<file path="config.mk">
export PLATFORM = sky130hd
export DESIGN_NAME = cdb_writeback_arbiter_flat
export DESIGN_NICKNAME = d
export VERILOG_FILES = /design/src/rtl/cdb_writeback_arbiter_pkg.sv /design/src/rtl/cdb_writeback_arbiter_if.sv /design/src/rtl/cdb_writeback_arbiter_wb_fifo.sv /design/src/rtl/cdb_writeback_arbiter.sv /design/src/flat_wrapper.sv
export SDC_FILE = /design/constraint.sdc
export NUM_CORES = 1
export LEC_CHECK = 0
export CAP_MARGIN = 30
export CORE_ASPECT_RATIO = 1.4
export CORE_MARGIN = 3
export CORE_UTILIZATION = 36
export CTS_CLUSTER_SIZE = 8
export DETAILED_ROUTE_END_ITERATION = 7
export SYNTH_ARGS = -nofsm -noshare
export SYNTH_HDL_FRONTEND = slang
export SYNTH_SLANG_ARGS = --single-unit
</file>
<file path="constraint.sdc">
create_clock -name clock -period 9.7 [get_ports clock]
set_input_delay 2.425 -clock clock [delete_from_list [all_inputs] [get_ports clock]]
set_output_delay 2.425 -clock clock [all_outputs]
set_load 0.05 [all_outputs]
</file>
<file path="src/rtl/cdb_writeback_arbiter_pkg.sv">
// Shared types for the CDB writeback stage.
//   wb_entry_t : one functional-unit result as it is buffered in a source FIFO
//   cdb_t      : one CDB lane as seen by the ROB, reservation stations and PRF
//   arb_mode_e : arbitration policy selector for the writeback arbiter
package cdb_writeback_arbiter_pkg;

  localparam int FUNC_UNIT_NUM = 4;
  localparam int N             = 2;
  localparam int PRF_BITS      = 6;
  localparam int ROB_BITS      = 5;
  localparam int XLEN          = 32;

  typedef enum logic {
    ARB_RR    = 1'b0,
    ARB_FIXED = 1'b1
  } arb_mode_e;

  typedef struct packed {
    logic [PRF_BITS-1:0] dest_prf;
    logic [ROB_BITS-1:0] rob_entry;
    logic [XLEN-1:0]     branch_address;
    logic [XLEN-1:0]     value;
    logic                value_valid;
  } wb_entry_t;

  typedef struct packed {
    logic                valid;
    logic [PRF_BITS-1:0] dest_prf;
    logic [ROB_BITS-1:0] rob_entry;
    logic [XLEN-1:0]     branch_address;
    logic [XLEN-1:0]     value;
    logic                value_valid;
  } cdb_t;

  // Promote a buffered result to a live CDB lane.
  function automatic cdb_t to_cdb(input wb_entry_t e);
    cdb_t c;
    c.valid          = 1'b1;
    c.dest_prf       = e.dest_prf;
    c.rob_entry      = e.rob_entry;
    c.branch_address = e.branch_address;
    c.value          = e.value;
    c.value_valid    = e.value_valid;
    return c;
  endfunction

endpackage

</file>
<file path="src/rtl/cdb_writeback_arbiter_if.sv">
// Bundle between the functional units and the writeback arbiter.
//   src_valid/src_pkt : FU results offered this cycle (master drives)
//   src_ready         : per-source FIFO has room (slave drives)
//   cdb_output        : NUM_CDB broadcast lanes (slave drives)
//   src_grant         : per-source head dequeued this cycle (slave drives)
//   occupancy         : per-source FIFO entry count (slave drives)
interface cdb_writeback_arbiter_if
  import cdb_writeback_arbiter_pkg::*;
#(
  parameter int NUM_SRC = FUNC_UNIT_NUM,
  parameter int NUM_CDB = N,
  parameter int DEPTH   = 2
);
  localparam int CW = $clog2(DEPTH + 1);

  logic      [NUM_SRC-1:0]         src_valid;
  wb_entry_t [NUM_SRC-1:0]         src_pkt;
  logic      [NUM_SRC-1:0]         src_ready;
  cdb_t      [NUM_CDB-1:0]         cdb_output;
  logic      [NUM_SRC-1:0]         src_grant;
  logic      [NUM_SRC-1:0][CW-1:0] occupancy;

  modport master (
    output src_valid, src_pkt,
    input  src_ready, cdb_output, src_grant, occupancy
  );

  modport slave (
    input  src_valid, src_pkt,
    output src_ready, cdb_output, src_grant, occupancy
  );
endinterface

</file>
<file path="src/rtl/cdb_writeback_arbiter_wb_fifo.sv">
// Per-source result FIFO.
//   clock, reset : system clock, synchronous active-high reset
//   flush        : synchronous squash of all entries
//   enq/enq_data : write a result at the tail (ignored when full or flushing)
//   deq          : pop the head (ignored when empty)
//   head         : current head entry (only meaningful while count != 0)
//   count        : number of valid entries
module wb_fifo
  import cdb_writeback_arbiter_pkg::*;
#(
  parameter  int DEPTH = 2,
  localparam int AW    = (DEPTH > 1) ? $clog2(DEPTH) : 1,
  localparam int CW    = $clog2(DEPTH + 1)
) (
  input  logic          clock,
  input  logic          reset,
  input  logic          flush,
  input  logic          enq,
  input  wb_entry_t     enq_data,
  input  logic          deq,
  output wb_entry_t     head,
  output logic [CW-1:0] count
);

  wb_entry_t     mem [DEPTH];
  logic [AW-1:0] head_ptr;
  logic [AW-1:0] tail_ptr;
  logic          do_enq;
  logic          do_deq;

  assign do_enq = enq && (count != CW'(DEPTH));
  assign do_deq = deq && (count != '0);
  assign head   = mem[head_ptr];

  // Explicit wrap keeps DEPTH == 1 pinned to slot 0.
  function automatic logic [AW-1:0] bump(input logic [AW-1:0] p);
    return (p == AW'(DEPTH - 1)) ? '0 : p + AW'(1);
  endfunction

  always_ff @(posedge clock) begin
    if (reset || flush) begin
      head_ptr <= '0;
      tail_ptr <= '0;
      count    <= '0;
    end else begin
      if (do_enq) begin
        mem[tail_ptr] <= enq_data;
        tail_ptr      <= bump(tail_ptr);
      end
      if (do_deq) begin
        head_ptr <= bump(head_ptr);
      end
      case ({do_enq, do_deq})
        2'b10:   count <= count + CW'(1);
        2'b01:   count <= count - CW'(1);
        default: count <= count;
      endcase
    end
  end

endmodule

</file>
<file path="src/rtl/cdb_writeback_arbiter.sv">
// Writeback stage: buffers each FU result in its own FIFO and broadcasts up to
// NUM_CDB FIFO heads per cycle onto the CDB.
//   clock, reset : system clock, synchronous active-high reset
//   nuke         : squash every buffered result and restart arbitration
//   wb (slave)   : src_valid/src_pkt in; src_ready, cdb_output, src_grant,
//                  occupancy out
module cdb_writeback_arbiter
  import cdb_writeback_arbiter_pkg::*;
#(
  parameter int        NUM_SRC  = FUNC_UNIT_NUM,
  parameter int        NUM_CDB  = N,
  parameter int        DEPTH    = 2,
  parameter arb_mode_e ARB_MODE = ARB_RR
) (
  input logic                    clock,
  input logic                    reset,
  input logic                    nuke,
  cdb_writeback_arbiter_if.slave wb
);

  localparam int CW = $clog2(DEPTH + 1);
  localparam int PW = (NUM_SRC > 1) ? $clog2(NUM_SRC) : 1;
  localparam int LW = (NUM_CDB > 1) ? $clog2(NUM_CDB) : 1;

  wb_entry_t [NUM_SRC-1:0]         heads;
  logic      [NUM_SRC-1:0][CW-1:0] counts;
  logic      [NUM_SRC-1:0]         req;
  logic      [NUM_SRC-1:0]         ready;
  logic      [NUM_SRC-1:0]         grant;
  cdb_t      [NUM_CDB-1:0]         lanes;
  logic      [PW-1:0]              rr_ptr;
  logic      [PW-1:0]              rr_next;
  logic                            squash;

  assign squash = reset || nuke;

  for (genvar i = 0; i < NUM_SRC; i++) begin : g_src
    wb_fifo #(.DEPTH(DEPTH)) u_fifo (
      .clock    (clock),
      .reset    (reset),
      .flush    (nuke),
      .enq      (wb.src_valid[i]),
      .enq_data (wb.src_pkt[i]),
      .deq      (grant[i]),
      .head     (heads[i]),
      .count    (counts[i])
    );
    assign req[i]   = (counts[i] != '0);
    // Ready depends only on the registered count, so a full FIFO never
    // relies on a same-cycle dequeue to accept a new result.
    assign ready[i] = (counts[i] != CW'(DEPTH));
  end

  // Scan sources starting at rr_ptr (or 0 in fixed mode); the first NUM_CDB
  // requesters take lanes in scan order. Nothing is granted while squashing.
  always_comb begin
    logic [PW-1:0] idx;
    int            used;
    grant   = '0;
    lanes   = '0;
    rr_next = rr_ptr;
    idx     = '0;
    used    = 0;
    for (int j = 0; j < NUM_SRC; j++) begin
      if (ARB_MODE == ARB_RR) begin
        idx = PW'((int'(rr_ptr) + j) % NUM_SRC);
      end else begin
        idx = PW'(j);
      end
      if (!squash && req[idx] && (used < NUM_CDB)) begin
        grant[idx]        = 1'b1;
        lanes[LW'(used)]  = to_cdb(heads[idx]);
        used              = used + 1;
        if (ARB_MODE == ARB_RR) begin
          rr_next = PW'((int'(idx) + 1) % NUM_SRC);
        end
      end
    end
  end

  always_ff @(posedge clock) begin
    if (squash) begin
      rr_ptr <= '0;
    end else begin
      rr_ptr <= rr_next;
    end
  end

  assign wb.src_ready  = ready;
  assign wb.src_grant  = grant;
  assign wb.cdb_output = lanes;
  assign wb.occupancy  = counts;

endmodule

</file>
<file path="src/flat_wrapper.sv">
// flat-port wrapper written by rule: the top's interface ports become plain ports
module cdb_writeback_arbiter_flat import cdb_writeback_arbiter_pkg::*;
#(
  parameter int        NUM_SRC  = FUNC_UNIT_NUM,
  parameter int        NUM_CDB  = N,
  parameter int        DEPTH    = 2,
  parameter arb_mode_e ARB_MODE = ARB_RR
)
  (clock, reset, nuke, wb_src_valid, wb_src_pkt, wb_src_ready, wb_cdb_output, wb_src_grant, wb_occupancy);
  cdb_writeback_arbiter_if #(.NUM_SRC(NUM_SRC), .NUM_CDB(NUM_CDB), .DEPTH(DEPTH)) wb_i ();
  input logic clock;
  input logic reset;
  input logic nuke;
  input wire logic [$bits(wb_i.src_valid)-1:0] wb_src_valid;
  input wire logic [$bits(wb_i.src_pkt)-1:0] wb_src_pkt;
  output wire logic [$bits(wb_i.src_ready)-1:0] wb_src_ready;
  output wire logic [$bits(wb_i.cdb_output)-1:0] wb_cdb_output;
  output wire logic [$bits(wb_i.src_grant)-1:0] wb_src_grant;
  output wire logic [$bits(wb_i.occupancy)-1:0] wb_occupancy;
  assign wb_i.src_valid = wb_src_valid;
  assign wb_i.src_pkt = wb_src_pkt;
  assign wb_src_ready = wb_i.src_ready;
  assign wb_cdb_output = wb_i.cdb_output;
  assign wb_src_grant = wb_i.src_grant;
  assign wb_occupancy = wb_i.occupancy;
  cdb_writeback_arbiter #(.NUM_SRC(NUM_SRC), .NUM_CDB(NUM_CDB), .DEPTH(DEPTH), .ARB_MODE(ARB_MODE)) u_core (.clock(clock), .reset(reset), .nuke(nuke), .wb(wb_i));
endmodule
</file>
==> key figures <==
Status
  • Status: finished, violations left
  • Failing checks: design-rule violations

Setup path
  • CP Max Fanout: 44
  • Worst EP required: ~7.3 ns
  • CP Launch Type: flop
  • Most Frequent Cell on Critical Path: buf_4
  • Slowest cell on the critical path: ha_4
  • Worst Reg-to-Reg Cells: 15
  • Worst Setup End Kind: output pin
  • Worst flop-to-flop path startpoint: u_core.rr_ptr[1]
  • CP cell instances: inv_6, ha_4, nor4b_1, a311o_2, nor2_1, ha_1, nor3_1, fa_1, nor4_4, nor2_4, buf_4, buf_4, a221oi_2, buf_12
  • Max stage delay on crit path: between 0.9 and 1 ns
  • R2R Path End: u_core.g_src[3].u_fifo.count[1]
  • Critical path arrival: ~6.7 ns
  • Crit Path Category: flop to output pin
  • Flop2flop setup slack: ~3.5 ns

STA
  • F_max: 109 MHz
  • Slew Limit Fails: 0
  • Clock skew: between 0.02 and 0.025 ns
  • Worst-Margin Slew: between 1 and 1.5 ns
  • Min Tclk post-route: approximately 9.1 ns
  • Worst slew margin: 30.9%
  • Final worst path period share: 94.2%
  • Final WS setup: around 0.57 ns
  • Setup TNS: 0 ns
  • Hold Vio Cnt, Final: 0
  • Final setup violation count: 0
  • RSZ-0062 raised after global routing: no

Floorplan
  • Die area: roughly 96000 um2
  • Core area: roughly 91000 um2
  • Chip width: around 260 um
  • Io pins: between 400 and 500
  • Initial cell density of the core: 36.4%
  • Row cnt: approximately 130
  • Die span in y: approximately 360 um

Clock network
  • CTS Root Cell: clkbuf_16
  • Sink Count: between 600 and 700
  • CTS tree: done
  • TritonCTS Buffers: a little under 90
  • Hold Buf Count CTS: 0
  • H-tree depth: 3
  • Worst skew pair latency: approximately 0.64 ns
  • Resized cells post-CTS: 0
  • Clk slew on worst S/H paths: 0.05 ns
  • Post-CTS Setup Inserts: 0
  • Longest Clk Path Bufs: 3

Global routing
  • GR Util All Layers: a little over a fifth
  • Largest net degree at the start of global routing: 57
  • First-pass GRT wire length: approximately 150000 um
  • Total grt overflow: 0
  • Vias in the first global route: 21600
  • Initial antenna violation count: 31

Drt
  • Initial DRC count: about 1500
  • Vias per cell: around 5.8
  • Post-route ant nets: 0
  • Total Wirelength: roughly 110000 um
  • Drt wl/cell: around 30 um
  • DRC Markers: 4
  • DR vias: 20300
  • Pre-antenna DRT Iters: 8

Run
  • Number of max-cap violations: 0

Synthesis
  • Dominant synthesized flop cell: edfxtp_1
  • Syn_area_per_cell: around 18 um2
  • Sequential share of the synthesized area: a little under three fifths
  • Commonest cells post-synth: edfxtp_1 (608), mux2i_1 (313), mux4_2 (307), buf_4 (81), clkbuf_1 (79)
  • Top-count cell post-synth: edfxtp_1
  • Number of synthesized flops with an enable pin: just over 600
  • Cell area after synthesis: roughly 33000 um2
  • Synth top area share: 55.1%
  • FF+latch count, synth: 630
  • Yosys warning count: 0
  • Yosys cell types: 50
  • Async SR Flop Fraction: 0%
  • Yosys top cell by area: edfxtp_1
  • Gate Count Post-Synth: 1873
  • Top cells by area, synth: edfxtp_1 (55%), mux4_2 (21%), mux2i_1 (9.5%), o22a_1 (2.0%), buf_4 (1.8%)

Min path
  • Worst hold path class: flop to flop
  • WHS Path Cells: 1
  • Hold_sp: u_core.g_src[2].u_fifo.head_ptr

Place
  • Post-Place Setup Slack: between 0.6 and 0.7 ns
  • RePlAce Congestion: 0.846
  • Number of I/O port buffers: just over 400
  • HPWL Detailed: just under 70000 um
  • Inst Count DP: ~3400

Power
  • Pwr per Cell Area: roughly 200 nW/um2
  • Tot Pwr: between 8 and 9 mW
  • Worst VDD drop: between 0.0001 and 0.00015 V
  • Leak: ~13 nW

Cells and area
  • # fillers: slightly below 8000
  • Fin cells: about 3500
  • Share of layout cells above drive strength 1: between 20% and 30%
  • Nets: roughly 2600
  • Area Overhead vs Synth: 25.1%
layer usage:
| metal | global-route usage (%) | up-vias | wire (um) |
|---|---|---|---|
| met4 | 8.95 | 8 | 3670 |
| li1 | - | 8539 | - |
| met1 | 25.1 | 10600 | 39000 |
| met3 | 4.73 | 212 | 7170 |
| met2 | 39.1 | 885 | 56200 |
| met5 | 0 | - | 50 |
per-stage QoR:
step                      instance area [um2]  hold WS, ns  util (%)
final                                   41500        0.444      45.5
after global routing                    41400        0.477      45.5
after CTS                               41400        0.447      45.4
after detailed placement                39000        0.438      42.8
after global placement                  38900        0.437      42.7
after floorplan                         33400        0.433         -
worst max-delay path by stage:
| stage | slack, ns | start | to |
|---|---|---|---|
| floorplan | 0.87 | nuke | u_core.g_src[0].u_fifo.mem[0][0] |
| global placement | 0.74 | nuke | wb_cdb_output[55] |
| detailed placement | 0.70 | nuke | wb_cdb_output[55] |
| CTS | 0.54 | u_core.rr_ptr[1] | wb_cdb_output[55] |
| global route | 0.21 | u_core.rr_ptr[1] | wb_cdb_output[55] |
| finish | 0.57 | u_core.rr_ptr[1] | wb_cdb_output[55] |
kinds of logic after synthesis:
logic type | Yosys count | share of synthesized area, %
and+or+nand+nor | 177 | 3.01
xor gates and xnor gates | 12 | 0.317
adders and majority gates | 13 | 0.514
DFF | 630 | 56.4
buffers and inverters | 245 | 4.01
other | 1 | 0.0113
AOI/OAI and AO/OA | 175 | 5.38
muxes | 620 | 30.3
worst max-delay path: cells and delay by family (launching register included):
family,cells,cell delay [ns]
flops,1,0.79
compound gates,2,0.66
buf+inv,4,1.16
simple gates,5,1.51
fa+ha+maj,3,1.78
area by class of cell:
cell class              count  area, um2  area share (%)
diodes                     30       75.1           0.181
multi-input cells        1074      13500            32.5
flip-flops and latches    630      18700            45.1
inverters                  12       55.1           0.133
clock inverters             8       87.6           0.211
clock buffers             106       2310            5.58
well taps                1197       1500            3.61
repair buffers            458       5250            12.7
layout by cell type, fill, tap and decap left out, types with 5 or more instances in the layout:
master,count
dfxtp_1,16
ha_1,11
edfxtp_1,608
inv_1,10
and2_1,76
a221oi_1,36
conb_1,77
clkdlybuf4s50_1,326
diode_2,30
dfxtp_4,6
buf_4,51
buf_12,79
nand2b_1,5
mux2i_1,313
nor3_2,8
a221oi_2,40
clkbuf_1,16
nor2_1,30
and3_1,8
clkbuf_16,90
mux4_2,307
o22a_1,77
nand2_1,21
xnor2_1,8
state kept, by name, summed over array words and instances (netlist names), named ones only:
name	count
u_core.g_src.u_fifo.tail_ptr	4
u_core.g_src.u_fifo.mem	608
u_core.rr_ptr	2
u_core.g_src.u_fifo.count	8
u_core.g_src.u_fifo.head_ptr	4
report_power, final:
| group | internal [mW] | switching (mW) |
|---|---|---|
| Sequential | 3.05 | 0.0513 |
| Clock | 1.65 | 1.14 |
| Combinational | 1.16 | 1.29 |
| Total | 5.86 | 2.48 |
(Power assumes the default switching activity.)
